<file path="src/rtl/envelope_controller.sv">
// ADSR envelope sequencer feeding the PDM encoder amplitude port.
// Optional macro ENVELOPE_RETRIGGER_EN: a gate rise in DECAY/SUSTAIN/RELEASE restarts ATTACK.
module envelope_controller #(
  parameter int DATA_BITS = 8,
  parameter int TICK_DIV  = 2080
) (
  input  logic                 clock,
  input  logic                 reset,
  input  logic                 gate,
  input  logic [DATA_BITS-1:0] attack_step,
  input  logic [DATA_BITS-1:0] decay_step,
  input  logic [DATA_BITS-1:0] sustain_level,
  input  logic [DATA_BITS-1:0] release_step,
  output logic [DATA_BITS-1:0] amplitude,
  output logic [2:0]           state,
  output logic                 busy
);

  // state   | meaning
  // IDLE    | amplitude held at 0, waiting for gate
  // ATTACK  | rising by attack_step per tick toward MAX
  // DECAY   | falling by decay_step per tick toward sustain_level
  // SUSTAIN | tracking sustain_level while gate is held
  // RELEASE | falling by release_step per tick toward 0
  typedef enum logic [2:0] {
    S_IDLE    = 3'd0,
    S_ATTACK  = 3'd1,
    S_DECAY   = 3'd2,
    S_SUSTAIN = 3'd3,
    S_RELEASE = 3'd4
  } state_t;

  localparam int CW = (TICK_DIV > 2) ? $clog2(TICK_DIV) : 1;
  localparam logic [DATA_BITS-1:0] MAX = {DATA_BITS{1'b1}};
  localparam logic [CW-1:0] TC = CW'(TICK_DIV - 1);

  state_t               cur_state, next_state;
  logic [DATA_BITS-1:0] amp_q, next_amp;
  logic [CW-1:0]        count;
  logic                 tick;

  function automatic logic [DATA_BITS-1:0] sat_add(input logic [DATA_BITS-1:0] a,
                                                   input logic [DATA_BITS-1:0] b);
    logic [DATA_BITS:0] s;
    s = {1'b0, a} + {1'b0, b};
    return s[DATA_BITS] ? MAX : s[DATA_BITS-1:0];
  endfunction

  function automatic logic [DATA_BITS-1:0] sat_sub(input logic [DATA_BITS-1:0] a,
                                                   input logic [DATA_BITS-1:0] b);
    logic [DATA_BITS:0] d;
    d = {1'b0, a} - {1'b0, b};
    return d[DATA_BITS] ? '0 : d[DATA_BITS-1:0];
  endfunction

  assign tick = (count == TC);

  always_ff @(posedge clock) begin
    if (reset) begin
      count <= '0;
    end else if (tick) begin
      count <= '0;
    end else begin
      count <= count + 1'b1;
    end
  end

`ifdef ENVELOPE_RETRIGGER_EN
  logic gate_q;
  logic rise;

  always_ff @(posedge clock) begin
    if (reset) gate_q <= 1'b0;
    else       gate_q <= gate;
  end

  assign rise = gate & ~gate_q;
`endif

  always_ff @(posedge clock) begin
    if (reset) begin
      cur_state <= S_IDLE;
      amp_q     <= '0;
    end else begin
      cur_state <= next_state;
      amp_q     <= next_amp;
    end
  end

  always_comb begin
    logic [DATA_BITS-1:0] dec_res;
    next_state = cur_state;
    next_amp   = amp_q;
    dec_res    = sat_sub(amp_q, decay_step);
    case (cur_state)
      S_IDLE: begin
        next_amp = '0;
        if (gate) next_state = S_ATTACK;
      end
      S_ATTACK: begin
        if (tick) begin
          next_amp = (attack_step == '0) ? MAX : sat_add(amp_q, attack_step);
          if (next_amp == MAX) next_state = S_DECAY;
        end
        if (!gate) next_state = S_RELEASE;
      end
      S_DECAY: begin
        if (tick) begin
          // A zero step, or arriving already at/below the target, lands on sustain directly.
          if (decay_step == '0 || amp_q <= sustain_level || dec_res < sustain_level)
            next_amp = sustain_level;
          else
            next_amp = dec_res;
          if (next_amp == sustain_level) next_state = S_SUSTAIN;
        end
        if (!gate) next_state = S_RELEASE;
`ifdef ENVELOPE_RETRIGGER_EN
        if (rise) next_state = S_ATTACK;
`endif
      end
      S_SUSTAIN: begin
        if (tick) next_amp = sustain_level;
        if (!gate) next_state = S_RELEASE;
`ifdef ENVELOPE_RETRIGGER_EN
        if (rise) next_state = S_ATTACK;
`endif
      end
      S_RELEASE: begin
        if (tick) begin
          next_amp = (release_step == '0) ? '0 : sat_sub(amp_q, release_step);
          if (next_amp == '0) next_state = S_IDLE;
        end
`ifdef ENVELOPE_RETRIGGER_EN
        // Retrigger keeps the current level; attack resumes from wherever release got to.
        if (rise) next_state = S_ATTACK;
`endif
      end
      default: begin
        next_state = S_IDLE;
        next_amp   = '0;
      end
    endcase
  end

  assign amplitude = amp_q;
  assign state     = cur_state;
  assign busy      = (cur_state != S_IDLE);

endmodule

</file>
<file path="config.mk">
export PLATFORM = sky130hd
export DESIGN_NAME = envelope_controller
export DESIGN_NICKNAME = d
export VERILOG_FILES = /design/src/rtl/envelope_controller.sv
export SDC_FILE = /design/constraint.sdc
export NUM_CORES = 1
export LEC_CHECK = 0
export ABC_CLOCK_PERIOD_IN_PS = 7000
export BUFFER_PORTS_ARGS = -buffer_cell sky130_fd_sc_hd__buf_2
export CORE_UTILIZATION = 60
export DETAILED_ROUTE_END_ITERATION = 6
export PLACE_DENSITY = 0.84
export SKIP_CTS_REPAIR_TIMING = 1
export SYNTH_ARGS = -nofsm -noshare
export SYNTH_HDL_FRONTEND = slang
export SYNTH_SLANG_ARGS = --single-unit
</file>
<file path="constraint.sdc">
create_clock -name clock -period 7 [get_ports clock]
set_clock_uncertainty 0.05 [all_clocks]
set_input_delay 1.4 -clock clock [delete_from_list [all_inputs] [get_ports clock]]
set_output_delay 1.4 -clock clock [all_outputs]
set_load 0.01 [all_outputs]
</file>
==> flow_summary.json <==
{
  "ys.warnings.count": 0,
  "slew_viol_final": 0,
  "placed_area_sq_um": 3352,
  "die_x_um": 73.47,
  "crit_chain": "buf_2 -> ha_1 -> fa_1 -> nand2b_1 -> a211oi_4 -> o21a_1 -> or4b_1 -> nand4_2 -> ha_1 -> nand4_1 -> a2111oi_0 -> o211ai_1 -> a211oi_4 -> mux2i_1 -> nor2_1 -> nor3_1 -> nor2_1",
  "viasPerCell": 6.263,
  "cts_buffers": 3,
  "critPathMaxStageDelay_ns": 0.60,
  "row_count": 25,
  "yosys-top-cells-count": "nor2_1, ha_1, inv_1",
  "netlist_instances": 398,
  "synth_seq_area_share_pct": 15.03,
  "grt_max_degree": 13,
  "p_sw_share_pct": 41.37,
  "dp_cells": 506,
  "synth_cell_type_count": 65,
  "max_slew_margin_pct": 55.59,
  "clk_latency_ns": 0.26,
  "synth_area_leader_cell": "ha_1",
  "critical_path_arrival_ns": 5.71,
  "clkTransAtPathRegs_ns": 0.09,
  "synth_area_per_cell_sq_um": 7.699,
  "fp.dieH_um": 73.47,
  "grt_antenna_before_repair": 0,
  "post-route-util_pct": 70.52,
  "switching_power_uw": 185.5,
  "drc_errors": 0,
  "grt-ovfl-total": 0,
  "num_io_pins": 47,
  "p_total_uw": 448.3,
  "clkPwrFrac_pct": 18.8,
  "core_sq_um": 4817,
  "p_leak_uw": 0.001533,
  "first_iter_violations": 239,
  "worst_pin_slew_ns": 0.6611,
  "final_nets": 522,
  "design_area_sq_um": 3397,
  "vias": 3194,
  "start_kind": "primary input",
  "fmaxAchievable_mhz": 178.6,
  "drv_cap": 0,
  "cts_tree": "built",
  "grt_pass1_wl_um": 13250,
  "wirelength_um": 8438,
  "hold_viol": 0,
  "power_frac_comb_pct": 45.7,
  "min_path_type": "flip-flop to flip-flop",
  "crit_path_end_kind": "flip-flop",
  "stdcell_count": 510,
  "grt_usage_pct": 32.21,
  "yosysMostFrequentCell": "nor2_1",
  "worst-setup-path-type": "primary input to flip-flop",
  "drt_first_pass_iters": 5,
  "gp_congestion": 0.9940,
  "grt_setup_unrepaired": "false",
  "p_int_uw": 262.8,
  "nFillCells": 439,
  "cp_slowest_cell": "a211oi_4",
  "cts.sinks": 23,
  "htree_num_levels": 1,
  "synthTopCellsByArea": "ha_1, dfxtp_1, nor2_1, o21ai_0, a21oi_1",
  "peakVddDrop_mv": 0.1297,
  "status": "finished, final reports clean",
  "synth-seq-cells": 23,
  "final_antenna_net_count": 0,
  "synth_top_area_share_pct": 16.33,
  "final_layout_size_suffix_gt1_share_pct": 15.80,
  "period_share_pct": 79.99,
  "syn-num-nets": 476,
  "setup_violations": 0,
  "initial_core_util_pct": 63.61,
  "final.min_clock_period_ns": 5.599,
  "power_frac_seq_pct": 35.5,
  "synth_flop_cell": "dfxtp_1",
  "die_area_sq_um": 5397,
  "required_ns": 7.11,
  "p_per_area_nw_per_um2": 132.0,
  "diodes": 0,
  "grt_pass1_vias": 2820,
  "async_flop_share_pct": 0,
  "cts-root-buf": "clkbuf_8",
  "setup_tns_ns": 0,
  "wire_per_inst_um": 16.55,
  "clockBufferDepth": 2,
  "areaGrowthSynthToFinish_pct": 10.86,
  "post-dp-hpwl_um": 6726,
  "port_buffers": 46,
  "syn_area_sq_um": 3064,
  "synth-edff-count": 0,
  "cp_max_fo": 10
}
[state kept, by name (all words and copies together) (netlist names)]
| register | flops |
|---|---|
| amplitude | 8 |
| state | 3 |
| count | 12 |
[power groups by stage]
stage / clock (uW) / combinational, uW / sequential, uW
4_1_cts: 84.1 / 200 / 158
3_5_place_dp: 0 / 197 / 160
3_3_place_gp: 0 / 190 / 160
5_1_grt: 89.7 / 222 / 159
2_1_floorplan: 0 / 143 / 156
6_report: 84.3 / 205 / 159
[cells in the final DEF (no fill, tap or decap), types with 3 or more instances in the layout]
master     n
buf_2     46
ha_1      40
dfxtp_1   23
a21o_1     4
nor3_1    16
clkbuf_8   3
xnor2_1   10
nor2_1    51
or4_1      3
xor2_1    13
a221o_1    4
a211oi_1   6
nand2b_1   7
o211ai_1   5
o21ai_0   28
nand3_1    8
nor4_1     7
a211oi_2   3
inv_1     32
o21a_1    10
mux2i_1    7
a31oi_1    3
or2_2      4
and3_1     6
fa_1       3
or4b_1     3
nand2_1   19
nand4_1    3
nor2b_1    5
a21oi_1   26
[worst max-delay path: cells and delay by family]
kind	cells	cell delay, ns
buffers and inverters	1	0.11
adder cells (fa/ha/maj)	3	0.82
AND/OR/NAND/NOR	7	1.22
AO/OA/AOI/OAI	5	1.90
multiplexers	1	0.27
[through the flow]
step	setup slack (ns)	hold WS, ns
detailed placement	1.279	0.4109
global placement	1.420	0.3965
finish	1.401	0.4276
floorplan	1.829	0.3800
global route	1.119	0.4803
CTS	1.524	0.4297
[worst paths after layout]
kind                                   from                   endpoint  slack, ns  cells after the start
setup / recovery              decay_step[0]  amplitude[0]$_SDFFE_PP0P_       1.40                     17
hold reg to reg         count[0]$_SDFF_PP0_        count[0]$_SDFF_PP0_       0.43                      1
hold / removal          count[0]$_SDFF_PP0_        count[0]$_SDFF_PP0_       0.43                      1
setup reg to reg  amplitude[0]$_SDFFE_PP0P_  amplitude[0]$_SDFFE_PP0P_       2.10                     17
[area by class of cell]
type / instances / area [sq um] / area share (%)
timing repair buffer: 46 / 230.2 / 6.777
inverter: 32 / 120.1 / 3.536
clock buffer: 4 / 45.04 / 1.326
multi-input combinational: 338 / 2457 / 72.34
tap: 67 / 83.83 / 2.468
sequential: 23 / 460.4 / 13.55
[routing by layer]
| metal | part of all wire (%) | track usage [%] |
|---|---|---|
| met5 | 0 | 0 |
| met4 | 2.4 | 9.615 |
| met1 | 44 | 43.27 |
| met2 | 44 | 52.40 |
| met3 | 9.0 | 5.761 |
[cells by family (layout without fill, tap and decap cells)]
family / after synthesis / count (layout) / synth area share (%)
AOI/OAI and AO/OA: 115 / 115 / 26.91
xor gates and xnor gates: 23 / 23 / 6.574
adders and majority gates: 43 / 43 / 18.29
and+or+nand+nor: 150 / 150 / 26.13
DFF: 23 / 23 / 15.03
buffers and inverters: 37 / 82 / 4.777
muxes: 7 / 7 / 2.287
No activity file was read; power rests on OpenSTA's default activity.
